`src/rtl/completion_buffer.sv`:
```
// In-order completion buffer: dual-issue allocate, out-of-order finish, and up to
// two oldest-first retirements per cycle that drive ARF update strobes.

module cb_entry (
  input  logic       clk,
  input  logic       rst_n,
  input  logic       flush,
  input  logic       allocSet,
  input  logic       allocWr,
  input  logic [4:0] allocDest,
  input  logic       finSet,
  input  logic       retire,
  output logic       valid,
  output logic       finished,
  output logic       wr,
  output logic [4:0] dest
);
  always_ff @(posedge clk or negedge rst_n) begin
    if (!rst_n) begin
      valid    <= 1'b0;
      finished <= 1'b0;
      wr       <= 1'b0;
      dest     <= '0;
    end else if (flush) begin
      valid    <= 1'b0;
      finished <= 1'b0;
    end else if (allocSet) begin
      valid    <= 1'b1;
      finished <= 1'b0;
      wr       <= allocWr;
      dest     <= allocDest;
    end else if (retire) begin
      valid    <= 1'b0;
      finished <= 1'b0;
    end else if (finSet && valid) begin
      finished <= 1'b1;
    end
  end
endmodule

module completion_buffer #(
  parameter int DEPTH = 8,
  parameter int IDX_W = 3
) (
  input  logic             clk,
  input  logic             rst_n,
  input  logic             alloc_en_A,
  input  logic             alloc_en_B,
  input  logic             alloc_wr_A,
  input  logic             alloc_wr_B,
  input  logic [4:0]       alloc_dest_A,
  input  logic [4:0]       alloc_dest_B,
  output logic [IDX_W-1:0] alloc_tag_A,
  output logic [IDX_W-1:0] alloc_tag_B,
  output logic             alloc_stall,
  input  logic             fin_en_A,
  input  logic             fin_en_B,
  input  logic [IDX_W-1:0] fin_tag_A,
  input  logic [IDX_W-1:0] fin_tag_B,
  input  logic             flush,
  output logic             updateEnA,
  output logic             updateEnB,
  output logic [4:0]       updateAddrA,
  output logic [4:0]       updateAddrB,
  output logic [IDX_W:0]   count,
  output logic             empty,
  output logic             full
);
  logic [DEPTH-1:0]      valid, finished, wr;
  logic [DEPTH-1:0][4:0] dest;
  logic [DEPTH-1:0]      allocSet, finSet, retire;
  logic [IDX_W-1:0]      head, tail, headP1;
  logic [IDX_W:0]        nReq, space;
  logic                  accA, accB, r0, r1;

  // Space check uses registered count only, so same-cycle retires never free room.
  assign nReq        = (IDX_W+1)'(alloc_en_A) + (IDX_W+1)'(alloc_en_B);
  assign space       = (IDX_W+1)'(DEPTH) - count;
  assign alloc_stall = flush | (nReq > space);
  assign accA        = alloc_en_A & ~alloc_stall;
  assign accB        = alloc_en_B & ~alloc_stall;
  assign alloc_tag_A = tail;
  assign alloc_tag_B = tail + IDX_W'(alloc_en_A);

  assign headP1 = head + IDX_W'(1);
  assign r0     = valid[head] & finished[head];
  assign r1     = r0 & valid[headP1] & finished[headP1];

  assign empty = (count == '0);
  assign full  = (count == (IDX_W+1)'(DEPTH));

  genvar i;
  generate
    for (i = 0; i < DEPTH; i++) begin : gEnt
      assign allocSet[i] = (accA && alloc_tag_A == IDX_W'(i)) ||
                           (accB && alloc_tag_B == IDX_W'(i));
      assign finSet[i]   = (fin_en_A && fin_tag_A == IDX_W'(i)) ||
                           (fin_en_B && fin_tag_B == IDX_W'(i));
      assign retire[i]   = (r0 && head == IDX_W'(i)) || (r1 && headP1 == IDX_W'(i));

      cb_entry uEnt (
        .clk       (clk),
        .rst_n     (rst_n),
        .flush     (flush),
        .allocSet  (allocSet[i]),
        .allocWr   (accA && alloc_tag_A == IDX_W'(i) ? alloc_wr_A : alloc_wr_B),
        .allocDest (accA && alloc_tag_A == IDX_W'(i) ? alloc_dest_A : alloc_dest_B),
        .finSet    (finSet[i]),
        .retire    (retire[i]),
        .valid     (valid[i]),
        .finished  (finished[i]),
        .wr        (wr[i]),
        .dest      (dest[i])
      );
    end
  endgenerate

  always_ff @(posedge clk or negedge rst_n) begin
    if (!rst_n) begin
      head        <= '0;
      tail        <= '0;
      count       <= '0;
      updateEnA   <= 1'b0;
      updateEnB   <= 1'b0;
      updateAddrA <= '0;
      updateAddrB <= '0;
    end else if (flush) begin
      head      <= '0;
      tail      <= '0;
      count     <= '0;
      updateEnA <= 1'b0;
      updateEnB <= 1'b0;
    end else begin
      head        <= head + IDX_W'(r0) + IDX_W'(r1);
      tail        <= tail + IDX_W'(accA) + IDX_W'(accB);
      count       <= count + (IDX_W+1)'(accA) + (IDX_W+1)'(accB)
                           - (IDX_W+1)'(r0) - (IDX_W+1)'(r1);
      updateEnA   <= r0 & wr[head];
      updateEnB   <= r1 & wr[headP1];
      updateAddrA <= dest[head];
      updateAddrB <= dest[headP1];
    end
  end
endmodule

```
`config.mk`:
```
export PLATFORM = sky130hd
export DESIGN_NAME = completion_buffer
export DESIGN_NICKNAME = d
export VERILOG_FILES = /design/src/rtl/completion_buffer.sv
export SDC_FILE = /design/constraint.sdc
export NUM_CORES = 1
export LEC_CHECK = 0
export CAP_MARGIN = 20
export CORE_ASPECT_RATIO = 1.4
export CORE_MARGIN = 1
export CORE_UTILIZATION = 30
export DETAILED_ROUTE_END_ITERATION = 10
export PLACE_DENSITY = 0.5
export SLEW_MARGIN = 20
export SYNTH_ARGS = -nofsm -noshare
export SYNTH_HDL_FRONTEND = slang
export SYNTH_SLANG_ARGS = --single-unit
export TNS_END_PERCENT = 5
```
`constraint.sdc`:
```
create_clock -name clk -period 3.8 [get_ports clk]
set_clock_uncertainty 0.2 [all_clocks]
set_input_delay 0.76 -clock clk [delete_from_list [all_inputs] [get_ports clk]]
set_output_delay 0.76 -clock clk [all_outputs]
set_load 0.01 [all_outputs]
```
### Word-level counts from Yosys, hierarchy flattened

Index checks and enable logic that the tools add are counted.

* flip-flop bits (word level): 86
* bits of input ports: 25
* output and inout port bits: 25

* $add $sub $neg: 12
* order comparisons: 3
* equality and inequality tests: 43
* mux-type cells: 93
* bitwise logic cells: 10
* reduce and logical (&&, ||, !) cells: 111

Operator list (count)
* $eq A3 B3 Y1 const B: 24
* $mux W1: 72
* $logic_and A1 B1 Y1: 56
* $mux W5: 10
* $eq A3 B2 Y1 const B: 12
* $reduce_bool A4 Y1: 8
* $bmux W5 S3: 2
* $logic_or A1 B1 Y1: 24
* $reduce_bool A3 Y1: 8
* $bmux W1 S3: 6
* $eq A3 B1 Y1 const B: 6
* $logic_not A3 Y1: 6
* $reduce_and A2 Y1: 8
* $add A3 B1 Y3: 5
* $add A4 B1 Y4: 2
* $lt A3 B4 Y1 const B: 2
* $sub A4 B1 Y4: 2
* $and A1 B1 Y1: 7
* $mux W3: 2
* $eq A4 B4 Y1 const B: 1
* $gt A2 B4 Y1: 1
* $logic_not A4 Y1: 1
* $mux W4: 1
* $sub A4 B4 Y4 const A: 1
* other kinds (4): 5

### Logic depth before layout (Yosys ltp)

Gate-level depths: netlist (run 1).

* depth after elaboration: 10
* depth in mapped cells: 19
* mapped depth without buffers: 18

### Modules after synthesis

Synthesis (run 1) repeated with hierarchy kept, for this count alone.

* cells, all modules: 485
* area, all modules: 5982.0 um^2

Modules (own cells, without submodules)
* completion_buffer: instances 1, cells an instance 317, area an instance 3249.4 um^2
* cb_entry: instances 8, cells an instance 21, area an instance 341.6 um^2

### Worst setup path before layout (run 1)

OpenSTA, ideal clock, no wires.

* kind: input to register
* start: in alloc_en_A
* end: reg count[3]
* arrival: 3610 ps
* data required time: 3468 ps
* path slack: -142 ps
* stages on the path: 17
* cell sequence: ha_1 ha_1 nor2b_1 o211ai_2 buf_4 nor2_1 nor2_1 and2_1 ha_1 inv_1 fa_1 inv_1 ha_1 inv_1 fa_1 xnor2_1 nor2_1

* word-level cells in the longest chain between the ends: 10
* elaborated cells between the ends (all ways): 11

RTL lines
* from (decl): line 47 `input logic alloc_en_A,`
* $add A1 B1 Y2: line 77 `assign nReq = (IDX_W+1)'(alloc_en_A) + (IDX_W+1)'(alloc_en_B);`
* $gt A2 B4 Y1: line 79 `assign alloc_stall = flush | (nReq > space);`
* $or A1 B1 Y1: line 79
* $not A1 Y1: line 80, 81
* $and A1 B1 Y1: line 80 `assign accA = alloc_en_A & ~alloc_stall;`
* $add A4 B1 Y4: line 136 `count <= count + (IDX_W+1)'(accA) + (IDX_W+1)'(accB)`
* $add A4 B1 Y4 (*): line 136
* $sub A4 B1 Y4 (*) (2 in a row): line 137 `- (IDX_W+1)'(r0) - (IDX_W+1)'(r1);`
* $mux W4 (*): line 127 `end else if (flush) begin`
* to (signal assigned): line 136
* to (decl): line 65 `output logic [IDX_W:0] count,`

Mark *: on every way between the ends. The rest lies on a longest branch, timed or not.
A chain may end at the register's enable or synchronous reset.

### Worst setup path after layout (run 1)

* start: reg count[0]
* end: reg count[2]

* word-level cells in the longest chain between the ends: 10
* elaborated cells between the ends (all ways): 11

RTL lines
* $sub A4 B4 Y4: line 78 `assign space = (IDX_W+1)'(DEPTH) - count;`
* $gt A2 B4 Y1: line 79
* $or A1 B1 Y1: line 79
* $not A1 Y1: line 80, 81
* $and A1 B1 Y1: line 80
* $add A4 B1 Y4: line 136
* $add A4 B1 Y4 (*): line 136
* $sub A4 B1 Y4 (*) (2 in a row): line 137
* $mux W4 (*): line 127

Marked as above.

==> impl_metrics.toml, run 1 <==
[detailed_routing]
ant_nets = 0
drt-initial-drc-count = 339
wl_um = 17700
drt-vias-per-instance = 5.46
vias = 4849
drc = 0
wl_per_cell_um = 20.0
drtPass1Iterations = 5

[clocking]
cts_buffers = 9
cts_root_buf = "clkbuf_16"
cts_tree = "built"
cts_sinks = 86
post_cts_buffers = 0
clk_pin_slew_ns = 0.06
clk_path_buf_depth = 2
clock_latency_ns = 0.35
h-tree-depth = 3

[critical_path]
worstPathRequired_ns = 3.81
crit_fanout = 4
arrival_ns = 3.56
crit_type = "flop to flop"
r2r_slack_ns = 0.25
start_kind = "flop"
end_kind = "flop"

[placed_design]
gp_congestion = 0.812
dp_hpwl_um = 13100
dp_cells = 872
portBuffers = 49

[floorplanning]
die_w_um = 119
die_h_um = 166
num_rows = 59
pin_count = 50
core_sq_mm = 0.0187
dieArea_sq_mm = 0.0197
start_util_pct = 30.7

[timing]
rsz0062_at_grt = "no"
slew_viol_final = 0
hold_viol = 0
min_period_ns = 3.55
fmax_ghz = 0.282
worstMarginPinSlew_ns = 0.686
setup_viol = 0
slew-limit-headroom_pct = 54.2
period_share_pct = 93.4
holdWs_ns = 0.243

[yosys]
synth_seq_area_share_pct = 37.6
synth_edf_count = 0
ys_seq_elements = 86
ys_warn_count = 0
syn_inst = 577
avgSynthCellArea_sq_um = 9.93
synthDistinctLibCells = 58
synth_area_sq_mm = 0.00573
synthFlopType = "dfrtp_1"
ys_async_sr_fraction_pct = 100
synthesis.nets = 626

[cells_and_area]
layout-drive-gt1-share_pct = 19.9
layout_common_cells = "dfrtp_1 (86), nor2_1 (65), nand2_1 (55)"
layout_commonest_cell = "dfrtp_1"
insertedDiodeCount = 0
final_cells = 888
syn2layout_area_growth_pct = 21.8
fin_nets = 688

[outcome]
outcome = "finished, final reports clean"

[power_and_ir_drop]
cellPowerDensity_mw_per_mm2 = 601
vdd_drop_max_mv = 0.213
total_power_mw = 4.19
p_leak_nw = 2.94

[global_routing]
grt_pass1_vias = 4819
gr-total-overflow = 0
grt_usage_pct = 18.9
grt_max_degree = 51
grt_pass1_wl_um = 27700
grt_antenna_before_repair = 0

[hold_path]
hold_path_class = "input pin to async pin"

[run]
drv_cap = 0
[metal layers]
metal / track usage (%) / part of all wire, % / vias to the layer above
met4: 9.67 / 3.7 / 0
met5: 0 / 0 / -
met3: 3.09 / 5.2 / 40
met2: 33.0 / 50 / 165
li1: - / - / 2221
met1: 22.4 / 41 / 2423
[state kept, by name, indices dropped and copies added (netlist names)]
name                count
updateEnB               1
gEnt.uEnt.dest         40
alloc_tag_A             3
gEnt.uEnt.finished      8
updateAddrB             5
gEnt.uEnt.valid         8
gEnt.uEnt.wr            8
head                    3
updateEnA               1
count                   4
updateAddrA             5
[timing repair]
action,4_1_cts,5_1_grt
cloned,0,0
setup endpoints to repair,1,2
hold buffers,0,0
resized for setup,2,3
pin swaps,0,5
[through the flow]
step | instance area [sq um] | setup TNS [ns] | util (%) | worst slack, ns
2_1_floorplan | 5770 | 0 | - | 0.00569
3_3_place_gp | 6650 | -0.504 | 35.6 | -0.252
3_5_place_dp | 6650 | -0.641 | 35.6 | -0.294
4_1_cts | 6960 | 0 | 37.3 | 0.0847
5_1_grt | 6980 | 0 | 37.4 | 0.108
6_report | 6980 | 0 | 37.4 | 0.249
[power by group]
part,leakage [nW],internal (mW),total [mW],switching [mW]
Combinational,1.66,0.828,1.87,1.04
Clock,0.149,0.548,0.932,0.384
Sequential,1.13,1.18,1.39,0.216
Total,2.94,2.55,4.19,1.64
[cells by family after synthesis]
kind of cell | count (synthesis) | share of synthesized area (%)
AO/OA/AOI/OAI | 164 | 19.1
XOR/XNOR | 7 | 1.53
adder cells (fa/ha/maj) | 24 | 5.77
buffers and inverters | 59 | 5.31
flip-flops | 86 | 37.6
multiplexers | 40 | 13.2
AND/OR/NAND/NOR | 197 | 17.6
[Yosys cell counts, types with 3 or more instances]
| master | n | area share (%) |
|---|---|---|
| dfrtp_1 | 86 | 38 |
| nor2_1 | 65 | 4.3 |
| nand2_1 | 56 | 3.7 |
| o21ai_0 | 37 | 3.2 |
| a31oi_1 | 36 | 3.9 |
| mux4_2 | 27 | 11 |
| a21oi_1 | 24 | 2.1 |
| ha_1 | 20 | 4.4 |
| nand2b_1 | 20 | 2.2 |
| o21ai_1 | 16 | 1.4 |
| inv_1 | 15 | 0.98 |
| buf_2 | 14 | 1.2 |
| a22oi_1 | 12 | 1.6 |
| mux2i_1 | 12 | 2.1 |
| clkbuf_1 | 11 | 0.72 |
| buf_4 | 10 | 1.3 |
| nor3b_1 | 10 | 1.3 |
| and2_1 | 9 | 0.98 |
| o211ai_2 | 9 | 2.0 |
| nor2b_1 | 8 | 0.87 |
| o22ai_1 | 6 | 0.66 |
| and3_1 | 5 | 0.55 |
| fa_1 | 4 | 1.4 |
| nor3_1 | 4 | 0.35 |
| xnor2_1 | 4 | 0.61 |
| a211oi_2 | 3 | 0.66 |
| a31o_1 | 3 | 0.46 |
| buf_1 | 3 | 0.20 |
| inv_2 | 3 | 0.20 |
| nand3_1 | 3 | 0.26 |
| nor3_2 | 3 | 0.52 |
| o21ai_2 | 3 | 0.46 |
[critical path: stages, from the launching register on]
cell and delay, ns:
dfrtp_1 0.43, inv_1 0.11, ha_1 0.29, inv_1 0.07, ha_4 0.27, nor2b_4 0.16
o211ai_4 0.09, nor2_1 0.11, nor2_1 0.06, and2_4 0.19, ha_4 0.24, inv_1 0.05
fa_2 0.34, inv_1 0.06, ha_1 0.13, inv_1 0.05, fa_2 0.51, nor2_1 0.04
[final cells by class]
| cell class | instances | area [sq um] |
|---|---|---|
| inverters | 19 | 83.8 |
| clock inverters | 4 | 55.1 |
| flip-flops and latches | 86 | 2150 |
| well taps | 244 | 305 |
| clock buffers | 12 | 256 |
| repair buffers | 91 | 802 |
| fillers | 1877 | 11700 |
| multi-input cells | 432 | 3320 |
[worst paths after layout]
check / depth (start not counted) / startpoint / to
max: 17 / count[0] / count[2]
min: 1 / rst_n / alloc_tag_A[2]
max reg2reg: 17 / count[0] / count[2]
min reg2reg: 2 / updateAddrB[2] / updateAddrB[2]
max in group asynchronous: 2 / rst_n / gEnt[0].uEnt.finished
min in group clk: 2 / updateAddrB[2] / updateAddrB[2]
No activity file was read; power rests on OpenSTA's default activity.
==> inputs of run 2 (changes only) <==
Settings changed: GPL_ROUTABILITY_DRIVEN from default to 0, SLEW_MARGIN 20 to 10.
==> results of run 2 <==
No change in the layout: final DEF, timing and power equal those of run 1.
==> inputs of run 3 (changes only) <==
Settings changed: CORE_UTILIZATION 30 to 50, PLACE_DENSITY 0.5 to 0.74.
==> impl_metrics.toml, run 3 (same netlist as run 1, synthesis figures left out) <==
[outcome]
outcome = "finished, final reports clean"

[timing]
holdWs_ns = 0.147
rsz0062_at_grt = "no"
slew_viol_final = 0
min_period_ns = 3.52
setup_viol = 0
worstMarginPinSlew_ns = 0.599
slew-limit-headroom_pct = 60.0
fmax_ghz = 0.284
hold_viol = 0
period_share_pct = 92.8

[cells_and_area]
insertedDiodeCount = 0
utilization_pct = 61.9
syn2layout_area_growth_pct = 18.7
regMostFlops = "gEnt.uEnt.dest"
fin_nets = 683
layout_common_cells = "dfrtp_1 (86), nor2_1 (65), nand2_1 (55)"
largest_reg_flops = 40
layout-drive-gt1-share_pct = 19.4
final_cells = 780
layout_commonest_cell = "dfrtp_1"

[clocking]
h-tree-depth = 3
cts_sinks = 86
cts_root_buf = "clkbuf_16"
clk_path_buf_depth = 2
clock_latency_ns = 0.35
cts_hold_buf = 0
cts_tree = "built"
cts_buffers = 9
clk_pin_slew_ns = 0.06

[critical_path]
end_kind = "flop"
worstPathRequired_ns = 3.82
r2r-end = "count[2]"
crit_start = "count[0]"
crit_fanout = 4
r2r.worst_path.cells = 17
r2r_slack_ns = 0.28
start_kind = "flop"
worst_path_most_repeated_cell = "inv_1"
path_cells = "inv_1, ha_1, inv_1, ha_4, nor2b_4, o211ai_4, nor2_1, nor2_1, and2_4, ha_4, inv_1, fa_2, inv_1, ha_1, inv_1, fa_2, nor2_1"
r2r-start = "count[0]"
arrival_ns = 3.55
cp_slowest_cell = "fa_2"
critPathMaxStageDelay_ns = 0.51
crit_type = "flop to flop"
crit_path_end = "count[2]"

[detailed_routing]
drt-initial-drc-count = 536
drt-vias-per-instance = 6.34
drtPass1Iterations = 5
wl_per_cell_um = 20.8
drc = 0
wl_um = 16200
vias = 4943
ant_nets = 0

[power_and_ir_drop]
clkPwrFrac_pct = 21.8
vdd_drop_max_mv = 0.269
power.net_switching_mw = 1.64
p_leak_nw = 2.91
p_seq_share_pct = 33.7
cellPowerDensity_mw_per_mm2 = 610
internal_power_mw = 2.51
pwr-share-comb_pct = 44.5
swShare_pct = 39.5

[floorplanning]
start_util_pct = 52.2
die_h_um = 129
pin_count = 50
die_w_um = 92.5
core_sq_mm = 0.0110
num_rows = 45
dieArea_sq_mm = 0.0119

[placed_design]
portBuffers = 49
dp_cells = 764
dp_hpwl_um = 11500

[global_routing]
gr-total-overflow = 0
grt_antenna_before_repair = 0
grt_max_degree = 32
grt_usage_pct = 28.7
grt_pass1_vias = 5033
grt_pass1_wl_um = 25900

[run]
drv_cap = 0

[hold_path]
hold_path_class = "input pin to async pin"
==> run 3: power by group through the flow <==
stage | Combinational (mW) | Sequential (mW) | Clock (mW)
final | 1.84 | 1.40 | 0.904
after global routing | 1.98 | 1.43 | 0.945
after CTS | 1.81 | 1.39 | 0.911
after detailed placement | 1.80 | 1.40 | 0
after global placement | 1.75 | 1.38 | 0
after floorplan | 1.20 | 1.36 | 0
==> run 3: final cells by class <==
type	instances	area [sq um]
fillers	909	4180
clock buffers	9	225
repair buffers	86	764
flip-flops and latches	86	2150
multi-input cells	432	3320
clock inverters	7	72.6
well taps	141	176
inverters	19	83.8
==> run 3: per-stage QoR <==
step                      total power, mW  worst slack [ns]  cell area, sq um  setup TNS, ns
final                                4.15             0.275              6800              0
after global placement               3.13            -0.192              6480         -0.368
after global routing                 4.35            0.0902              6800              0
after CTS                            4.11            0.0621              6780              0
after detailed placement             3.20            -0.289              6480         -0.612
after floorplan                      2.56           0.00569              5770              0
==> run 3: per-layer routing <==
metal  up-vias  share of wire, %  global-route usage [%]
met5         -                 0                       0
met4         0               3.9                    15.0
met3        46               7.4                    4.02
met2       260                50                    49.6
met1      2427                39                    34.7
li1       2210                 -                       -
==> run 3: worst min path at each step <==
stage | from | slack, ns | endpoint | cells after the start
after global placement | updateAddrA[2] | 0.27 | updateAddrA[2] | 2
after detailed placement | updateAddrA[2] | 0.27 | updateAddrA[2] | 2
after global routing | rst_n | 0.17 | gEnt[5].uEnt.valid | 1
after CTS | rst_n | 0.16 | gEnt[5].uEnt.valid | 1
after floorplan | rst_n | 0.26 | alloc_tag_A[0] | 0
final | rst_n | 0.15 | gEnt[5].uEnt.valid | 1
==> run 3: repair_timing <==
action / 4_1_cts / 5_1_grt
endpoints found under the setup margin: 1 / 2
buffers inserted: 0 / 0
gates resized for setup: 2 / 3
pin swaps: 0 / 3
==> run 3: critical path, delay by kind of cell, from the launching register on <==
family	cells	cell delay, ns
AOI/OAI and AO/OA	1	0.10
buffers and inverters	5	0.33
DFF	1	0.42
adders and majority gates	6	1.79
and+or+nand+nor	5	0.57
